[config.mk]
export PLATFORM = sky130hd
export DESIGN_NAME = flag_sequencer
export DESIGN_NICKNAME = d
export VERILOG_FILES = /design/src/rtl/flag_sequencer.sv
export SDC_FILE = /design/constraint.sdc
export NUM_CORES = 1
export LEC_CHECK = 0
export CORE_ASPECT_RATIO = 1.1
export CORE_UTILIZATION = 60
export CTS_CLUSTER_SIZE = 14
export DETAILED_ROUTE_END_ITERATION = 12
export PLACE_DENSITY = 0.81
export SETUP_SLACK_MARGIN = 0.2
export SYNTH_ARGS = -nofsm -noshare
export SYNTH_HDL_FRONTEND = slang
export SYNTH_SLANG_ARGS = --single-unit
[constraint.sdc]
create_clock -name clk -period 5.6 [get_ports clk]
set_input_delay 0.56 -clock clk [delete_from_list [all_inputs] [get_ports clk]]
set_output_delay 0.56 -clock clk [all_outputs]
set_load 0.01 [all_outputs]
[src/rtl/flag_sequencer.sv]
// Frame-synchronous pride-flag selector: dwell timer, debounced next/prev buttons,
// and a left-to-right wipe between the outgoing and incoming flag.
module flag_sequencer #(
    parameter int NUM_FLAGS       = 16,
    parameter int DWELL_FRAMES    = 300,
    parameter int WIPE_STEP       = 8,
    parameter int DEBOUNCE_FRAMES = 2
) (
    input  logic       clk,
    input  logic       rst_n,
    input  logic       frame_start,
    input  logic [9:0] pix_x,
    input  logic       btn_next,
    input  logic       btn_prev,
    input  logic       auto_en,
    output logic [3:0] cur_flag,
    output logic [3:0] next_flag,
    output logic       sel_next,
    output logic       wipe_active
);

    localparam int DW = (DWELL_FRAMES > 1) ? $clog2(DWELL_FRAMES) : 1;
    localparam int CW = $clog2(DEBOUNCE_FRAMES + 1);
    localparam logic [3:0]    LAST_FLAG  = 4'(NUM_FLAGS - 1);
    localparam logic [DW-1:0] DWELL_LAST = DW'(DWELL_FRAMES - 1);
    localparam logic [CW-1:0] DEB_LAST   = CW'(DEBOUNCE_FRAMES - 1);
    localparam logic [10:0]   STEP       = 11'(WIPE_STEP);

    typedef enum logic {SHOW, WIPE} state_t;

    logic [1:0] btn_raw;
    logic [1:0] press;     // bit 0 = next, bit 1 = prev; high for one frame per press

    assign btn_raw = {btn_prev, btn_next};

    genvar gi;
    generate
        for (gi = 0; gi < 2; gi++) begin : g_btn
            logic [1:0]    sync_q, sync_d;
            logic          deb_q, deb_d;
            logic          last_q, last_d;
            logic [CW-1:0] cnt_q, cnt_d;

            assign sync_d = {sync_q[0], btn_raw[gi]};

            always_comb begin
                deb_d  = deb_q;
                last_d = last_q;
                cnt_d  = cnt_q;
                if (frame_start) begin
                    last_d = deb_q;
                    if (sync_q[1] != deb_q) begin
                        if (cnt_q == DEB_LAST) begin
                            deb_d = ~deb_q;
                            cnt_d = '0;
                        end else begin
                            cnt_d = cnt_q + 1'b1;
                        end
                    end else begin
                        cnt_d = '0;
                    end
                end
            end

            always_ff @(posedge clk or negedge rst_n) begin
                if (!rst_n) begin
                    sync_q <= '0;
                    deb_q  <= 1'b0;
                    last_q <= 1'b0;
                    cnt_q  <= '0;
                end else begin
                    sync_q <= sync_d;
                    deb_q  <= deb_d;
                    last_q <= last_d;
                    cnt_q  <= cnt_d;
                end
            end

            // Debounced level rose at the previous frame_start; consumed at this one.
            assign press[gi] = deb_q & ~last_q;
        end
    endgenerate

    state_t        state_q, state_d;
    logic [3:0]    cur_q, cur_d;
    logic [3:0]    nxt_q, nxt_d;
    logic [9:0]    wipe_x_q, wipe_x_d;
    logic [DW-1:0] dwell_q, dwell_d;
    logic          pend_valid_q, pend_valid_d;
    logic          pend_next_q, pend_next_d;
    logic          sel_q, sel_d;

    logic          ev_next, ev_prev, ev_both, ev_any;
    logic          take_next, take_prev;
    logic [10:0]   wipe_sum;

    function automatic logic [3:0] flag_inc(input logic [3:0] f);
        return (f == LAST_FLAG) ? 4'd0 : f + 4'd1;
    endfunction

    function automatic logic [3:0] flag_dec(input logic [3:0] f);
        return (f == 4'd0) ? LAST_FLAG : f - 4'd1;
    endfunction

    always_comb begin
        state_d      = state_q;
        cur_d        = cur_q;
        nxt_d        = nxt_q;
        wipe_x_d     = wipe_x_q;
        dwell_d      = dwell_q;
        pend_valid_d = pend_valid_q;
        pend_next_d  = pend_next_q;
        sel_d        = (state_q == WIPE) && (pix_x < wipe_x_q);

        ev_both   = press[0] & press[1];
        ev_next   = press[0] & ~press[1];
        ev_prev   = press[1] & ~press[0];
        ev_any    = press[0] | press[1];
        // A fresh press overrides the latch; a cancelling pair also discards it.
        take_next = ev_next | (~ev_any & pend_valid_q & pend_next_q);
        take_prev = ev_prev | (~ev_any & pend_valid_q & ~pend_next_q);
        wipe_sum  = {1'b0, wipe_x_q} + STEP;

        if (frame_start) begin
            case (state_q)
                SHOW: begin
                    pend_valid_d = 1'b0;
                    if (take_next || take_prev) begin
                        nxt_d    = take_next ? flag_inc(cur_q) : flag_dec(cur_q);
                        wipe_x_d = '0;
                        dwell_d  = '0;
                        state_d  = WIPE;
                    end else if (auto_en && dwell_q == DWELL_LAST) begin
                        nxt_d    = flag_inc(cur_q);
                        wipe_x_d = '0;
                        dwell_d  = '0;
                        state_d  = WIPE;
                    end else if (auto_en) begin
                        dwell_d = dwell_q + 1'b1;
                    end else begin
                        dwell_d = '0;
                    end
                end
                WIPE: begin
                    if (ev_both) begin
                        pend_valid_d = 1'b0;
                    end else if (ev_next || ev_prev) begin
                        pend_valid_d = 1'b1;
                        pend_next_d  = ev_next;
                    end
                    if (wipe_sum >= 11'd640) begin
                        cur_d    = nxt_q;
                        wipe_x_d = '0;
                        dwell_d  = '0;
                        state_d  = SHOW;
                    end else begin
                        wipe_x_d = wipe_sum[9:0];
                    end
                end
                default: state_d = SHOW;
            endcase
        end
    end

    always_ff @(posedge clk or negedge rst_n) begin
        if (!rst_n) begin
            state_q      <= SHOW;
            cur_q        <= '0;
            nxt_q        <= '0;
            wipe_x_q     <= '0;
            dwell_q      <= '0;
            pend_valid_q <= 1'b0;
            pend_next_q  <= 1'b0;
            sel_q        <= 1'b0;
        end else begin
            state_q      <= state_d;
            cur_q        <= cur_d;
            nxt_q        <= nxt_d;
            wipe_x_q     <= wipe_x_d;
            dwell_q      <= dwell_d;
            pend_valid_q <= pend_valid_d;
            pend_next_q  <= pend_next_d;
            sel_q        <= sel_d;
        end
    end

    assign cur_flag    = cur_q;
    assign next_flag   = nxt_q;
    assign sel_next    = sel_q;
    assign wipe_active = (state_q == WIPE);

endmodule

==> reports/qor.txt, run 1 <==
Outcome: completed
Worst Tran Pin Value: 0.9000 ns
Via Count: 1917
HP Class: reg -> reg
DRT Wirelength: 4.531 mm
Initial DRT Pass Iterations: 4
Gp weighted congestion: 0.8322
CTS buffer count: 5
NumNets Final: 296
Critical Path Fanout Max: 11
Initial antenna violation count: 0
Startpoint types: primary input
Relative slew margins: 39.72%
DRC Markers: 0
First-pass GRT wire length: 7.707 mm
Warnings, synthesis: 0
Inst Count DP: 308
Share of cells above drive strength 1: 11.65%
Post-CTS sizing: 0
Flop-to-flop setup slack: 2.95 ns
Die ar.: 0.004311 mm^2
Core ar.: 0.003770 mm^2
Max Cap Viol: 0
RSZ-0062 raised after global routing: false
Most numerous cell in the Yosys netlist: dfrtp_1
Die Y: 68.76 um
Worst Hold Endpoint: g_btn[1].sync_q[1]
Register area share after synthesis: 41.17%
Worst EP arrival: 2.89 ns
Routed vias/inst: 6.066
RR Startpoint: g_btn[0].deb_q
Vias in the first global route: 1663
Worst hold path depth: 0
Async SR Flop Fraction: 100.0%
Clock buffer depth: 2
Dpl hpwl: 3.244 mm
Syn Area/Cell: 9.923 um^2
Die W: 62.69 um
R2r endpoint: next_flag[0]
Leak: 1.157 nW
Post-DR wirelength/cell: 14.34 um
Final cell count without fillers: 316
Synth Instances: 245
Tcrit/Tclk final: 48.29%
Clk Tree Root Cell: clkbuf_8
Clock Skew: 0.006031 ns
Number of diodes: 0
P&R area growth vs syn: 13.23%
Worst vdd ir: 0.0002315 V
Syn Std Cell Area: 0.002431 mm^2
Min-delay src: g_btn[1].sync_q[0]
Setup violators final: 0
I/O Buffers: 22
Ports: 26
Synth top area cells: dfrtp_1 (41%), ha_1 (7.7%), mux2_2 (5.1%)
Largest net degree at the start of global routing: 41
Reg2Reg Depth: 7
Setup tns final: 0 ns
Post-synth net total: 276
GRT overflow: 0
# H-tree levels: 2
Post-route ant nets: 0
Ys flop type: dfrtp_1
PwrDens: 431.0 mW/mm^2
1st-iter DRT viols: 118
Worst setup EP type: flip-flop
CTS Hold Bufs: 0
EDFF count, synth: 0
CTS sink cnt: 40
#FFs+latches synth: 40
Synth area leader: dfrtp_1
Synth unique cells: 52
Top cells by instance count after synthesis: dfrtp_1 (40), inv_1 (25), ha_1 (15), nand4_1 (14), o21ai_0 (13)
Later-pin clock latency in the skew report: 0.29 ns
Worst EP required: 5.78 ns
Maximum clock frequency: 369.8 MHz
Number of fill cells: 287
Min cycle time layout: 2.704 ns
Slew Viols, Final: 0
FP Rows: 23
CTS clk-pin slew, worst paths: 0.08 ns
CTS tree: yes
Final Hold Vio Count: 0
Top cell type's share of synthesized area: 41.17%
Worst setup path class: in -> reg
Initial Util: 64.49%
Post-CTS Setup Inserts: 0
All-Layer GR Usage: 23.13%
-- how the worst max path moves through the flow --
stage	slack, ns	cells after the start	startpoint	endpoint
after global routing	2.74	7	g_btn[0].deb_q	wipe_x_q[4]
after CTS	2.92	4	frame_start	next_flag[0]
after floorplan	3.58	7	wipe_x_q[3]	cur_flag[0]
after global placement	2.66	4	frame_start	next_flag[0]
final	2.90	5	auto_en	next_flag[0]
after detailed placement	2.65	4	frame_start	next_flag[0]
-- flip-flops by register name (all words and copies together), names as in the netlist --
name,flops
g_btn.last_q,2
pend_next_q,1
g_btn.cnt_q,4
next_flag,4
g_btn.deb_q,2
wipe_x_q,7
cur_flag,4
sel_next,1
g_btn.sync_q,4
pend_valid_q,1
wipe_active,1
dwell_q,9
-- kinds of logic after synthesis --
logic type	after synthesis	share of synthesized area [%]
AND/OR/NAND/NOR	78	19.09
adder cells (fa/ha/maj)	15	7.720
XOR/XNOR	4	1.441
multiplexers	15	6.742
flip-flops	40	41.17
AO/OA/AOI/OAI	59	17.76
buffers and inverters	34	6.073
-- layout make-up --
type	instances	area, um^2	area share, %
Sequential cell	40	1001	36.36
Inverter	25	93.84	3.409
Tap cell	50	62.56	2.273
Clock buffer	6	82.58	3.000
Timing Repair Buffer	22	215.2	7.818
Multi-Input combinational cell	171	1282	46.59
Clock inverter	2	15.01	0.5455
-- per-layer routing --
metal,up-vias,GRT usage (%),wire length (um)
met4,0,8.721,63
met3,6,3.947,192
met1,911,29.29,2065
met5,-,0,0
met2,57,40.22,2209
li1,943,-,-
-- where the power goes --
| part | leakage, nW | internal, mW | switching [mW] | total [mW] |
|---|---|---|---|---|
| registers | 0.494 | 0.377 | 0.0998 | 0.477 |
| clock network | 0.0434 | 0.0996 | 0.101 | 0.201 |
| logic | 0.619 | 0.251 | 0.258 | 0.508 |
-- layout by cell type (no fill, tap or decap), types with 3 or more instances in the layout --
master	instances
ha_1	15
nor2b_1	6
xnor2_1	3
nor4_1	5
mux2i_1	4
o21ai_0	13
dfrtp_1	40
nor2_1	9
nand2_1	9
o211ai_1	6
a21oi_1	9
mux2_2	11
a31oi_1	3
clkdlybuf4s50_1	21
nand2b_1	8
clkbuf_8	6
o221ai_1	5
nand3_1	5
nand4_1	14
inv_1	25
nor3_1	5
-- stage by stage --
stage                     setup slack (ns)  utilization [%]  power, mW  hold WS [ns]  cell area, um^2
after global routing                 2.743            73.02      1.280        0.3594             2753
after floorplan                      3.581                -     0.8487        0.2644             2431
after global placement               2.656            70.43     0.9697        0.3322             2655
after detailed placement             2.646            70.43     0.9886        0.3379             2655
after CTS                            2.924            73.02      1.194        0.3562             2753
final                                2.896            73.02      1.186        0.3524             2753
-- critical path, cell delays in order --
cell and delay [ns]:
clkdlybuf4s50_1 0.67, and4b_1 0.27, a31oi_1 0.32, nor3_1 0.65, mux2_2 0.41
Power figures use the tool's default switching activity.
==> run 2, diff against run 1 <==
Settings changed: CORE_UTILIZATION 60 to 51, PLACE_DENSITY 0.81 to 0.73.
Clock period 5.6 ns to 2.18 ns, I/O delays scaled along.
==> run 2 against run 1 <==
  * Non-clock buffer count grew 13
  * Clock power grew to 3.3 times the previous value
  * Total power grew to 2.9 times the previous value
  * Combinational power grew to 3.1 times the previous value
  * Largest cell class unchanged
  * Register-to-register slack lost 2.7 ns
  * Worst setup slack lost 2.7 ns
  * Global-route usage shrank 0.60 points
  * Highest routed layer unchanged
  * Core utilization shrank 6.3 points
==> reports/qor.txt, run 2 (synthesized netlist as in run 1, its figures left out) <==
Outcome: completed
Tcrit/Tclk final: 88.76%
First-pass GRT wire length: 8.576 mm (+11%)
DRT Wirelength: 5.003 mm (+10%)
PwrDens: 1168 mW/mm^2 (+170%)
Slowest Stage Delay on Critical Path: 0.42 ns (-0.25 ns)
Clock Skew: 0.007599 ns (+0.001568 ns)
Via Count: 1963 (+2.4%)
All-Layer GR Usage: 22.53% (-0.60 points)
Number of diodes: 0 (unchanged)
Slew Viols, Final: 0 (unchanged)
NumNets Final: 309 (+4.4%)
Relative slew margins: 40.29% (+0.57 points)
Largest net degree at the start of global routing: 41 (unchanged)
Share of cells above drive strength 1: 20.43% (+8.8 points)
Core ar.: 0.004442 mm^2 (+18%)
CTS Hold Bufs: 0 (unchanged)
CTS clk-pin slew, worst paths: 0.08 ns (about the same)
Worst vdd ir: 0.0005829 V (+150%)
Worst EP required: 2.36 ns (-3.42 ns)
RR Startpoint: wipe_x_q[4]
Clock buffer depth: 2 (unchanged)
DP Area: 0.002741 mm^2 (+3.3%)
Final Hold Vio Count: 0 (unchanged)
Reg2Reg Depth: 5 (-2)
Initial Util: 54.73% (-9.8 points)
Largest delay contributor family on the critical path: compound AO/OA/AOI/OAI gates
Flop-to-flop setup slack: 0.25 ns (-2.70 ns)
I/O Buffers: 22 (unchanged)
Initial antenna violation count: 0 (unchanged)
Worst setup path class: reg -> reg
CTS tree: yes
Min cycle time layout: 1.935 ns
Final cell count without fillers: 333 (+5.4%)
Number of fill cells: 382 (+33%)
Die Y: 74.41 um (+8.2%)
WP buf/inv: 0 (-1)
R2r endpoint: cur_flag[0]
CTS sink cnt: 40 (unchanged)
Power, Total: 3.462 mW (+190%)
Post-route ant nets: 0 (unchanged)
Post-DR wirelength/cell: 15.02 um (+4.8%)
RSZ-0062 raised after global routing: true
Gp weighted congestion: 0.8755 (+5.2%)
Later-pin clock latency in the skew report: 0.29 ns (about the same)
Worst EP arrival: 2.12 ns (-0.77 ns)
CTS buffer count: 5 (unchanged)
Die ar.: 0.005047 mm^2 (+17%)
Maximum clock frequency: 516.8 MHz
Worst Tran Pin Value: 0.8956 ns (-0.004402 ns)
Largest registers: dwell_q x9, wipe_x_q x7
Initial DRT Pass Iterations: 4 (unchanged)
Leak: 1.252 nW (+8.3%)
Worst hold slack: 0.04436 ns (-0.3081 ns)
Dpl hpwl: 3.466 mm (+6.8%)
GRT overflow: 0 (unchanged)
Routed vias/inst: 5.895 (-2.8%)
Max Cap Viol: 0 (unchanged)
Setup tns final: 0 ns (unchanged)
Die W: 67.83 um (+8.2%)
1st-iter DRT viols: 83 (-30%)
Most common library cell in the layout ignoring fill and taps: dfrtp_1
Setup violators final: 0 (unchanged)
P&R area growth vs syn: 21.92%
FP Rows: 25 (+8.7%)
Max reg flops: 9 (unchanged)
Startpoint types: flip-flop
Inst Count DP: 321 (+4.2%)
Design area: 0.002964 mm^2 (+7.7%)
Worst setup EP type: flip-flop
Crit-path slowest cell: dfrtp_1
HP Class: in -> async
# H-tree levels: 2 (unchanged)
Critical Path Fanout Max: 5 (-6)
Ports: 26 (unchanged)
Biggest register: dwell_q
Vias in the first global route: 1920 (+15%)
Most frequent cells in the layout: dfrtp_1 (40), inv_1 (24), clkdlybuf4s50_1 (21)
Worst-path cell chain: ha_2 > and3_4 > a311o_1 > a21oi_4 > mux2_4
Clk Tree Root Cell: clkbuf_8
DRC Markers: 0 (unchanged)
run 2: changes by cell type in the layout (fill, tap and decap cells not counted), moves of 2 or more:
| cell | previous run | this run |
|---|---|---|
| ha_1 | 15 | 11 |
| nand2b_4 | 0 | 2 |
| buf_4 | 0 | 12 |
| mux2_2 | 11 | 8 |
| mux2_4 | 0 | 3 |
| nand2b_1 | 8 | 6 |
| clkinvlp_4 | 2 | 0 |
| ha_2 | 0 | 4 |
run 2: worst max path at each step:
stage | startpoint | to | slack [ns] | depth (start not counted)
6_report | wipe_x_q[4] | cur_flag[0] | 0.25 | 5
4_1_cts | wipe_x_q[4] | cur_flag[1] | 0.22 | 5
3_3_place_gp | g_btn[0].last_q | wipe_x_q[4] | 0.13 | 8
3_5_place_dp | g_btn[0].deb_q | wipe_x_q[5] | 0.08 | 8
2_1_floorplan | wipe_x_q[4] | cur_flag[3] | 0.22 | 7
5_1_grt | g_btn[1].deb_q | next_flag[1] | 0.19 | 8
run 2: final cells by class:
class                      count  area (um^2)  area share [%]
inverter                      25        93.84           3.166
multi-input combinational    171         1359           45.84
clock inverter                 1        30.03           1.013
timing repair buffer          35        316.6           10.68
sequential                    40         1001           33.77
tap                           54        67.56           2.279
clock buffer                   7        96.34           3.250
run 2: per-stage QoR:
step                setup WS (ns)  utilization (%)
finish                     0.2451            66.73
global route               0.1880            66.73
CTS                        0.2210            65.30
detailed placement        0.08276            61.72
global placement           0.1285            61.72
floorplan                  0.2228                -
run 2: repair_timing:
item,4_1_cts,5_1_grt
endpoints found under the setup margin,19,22
resized for setup,4,11
cloned,0,0
pin swaps,1,2
setup buffers,2,2
run 2: power breakdown:
part	total, mW	switching, mW	internal [mW]
Sequential	1.24	0.273	0.969
Combinational	1.55	0.732	0.821
Clock	0.666	0.262	0.404
Total	3.46	1.27	2.19
run 2: layer usage:
| metal | vias to the layer above | global-route usage [%] | share of wire (%) |
|---|---|---|---|
| li1 | 974 | - | - |
| met1 | 948 | 28.92 | 47 |
| met2 | 34 | 38.39 | 49 |
| met3 | 7 | 3.221 | 2.6 |
| met4 | 0 | 8.102 | 1.5 |
| met5 | - | 0 | 0 |
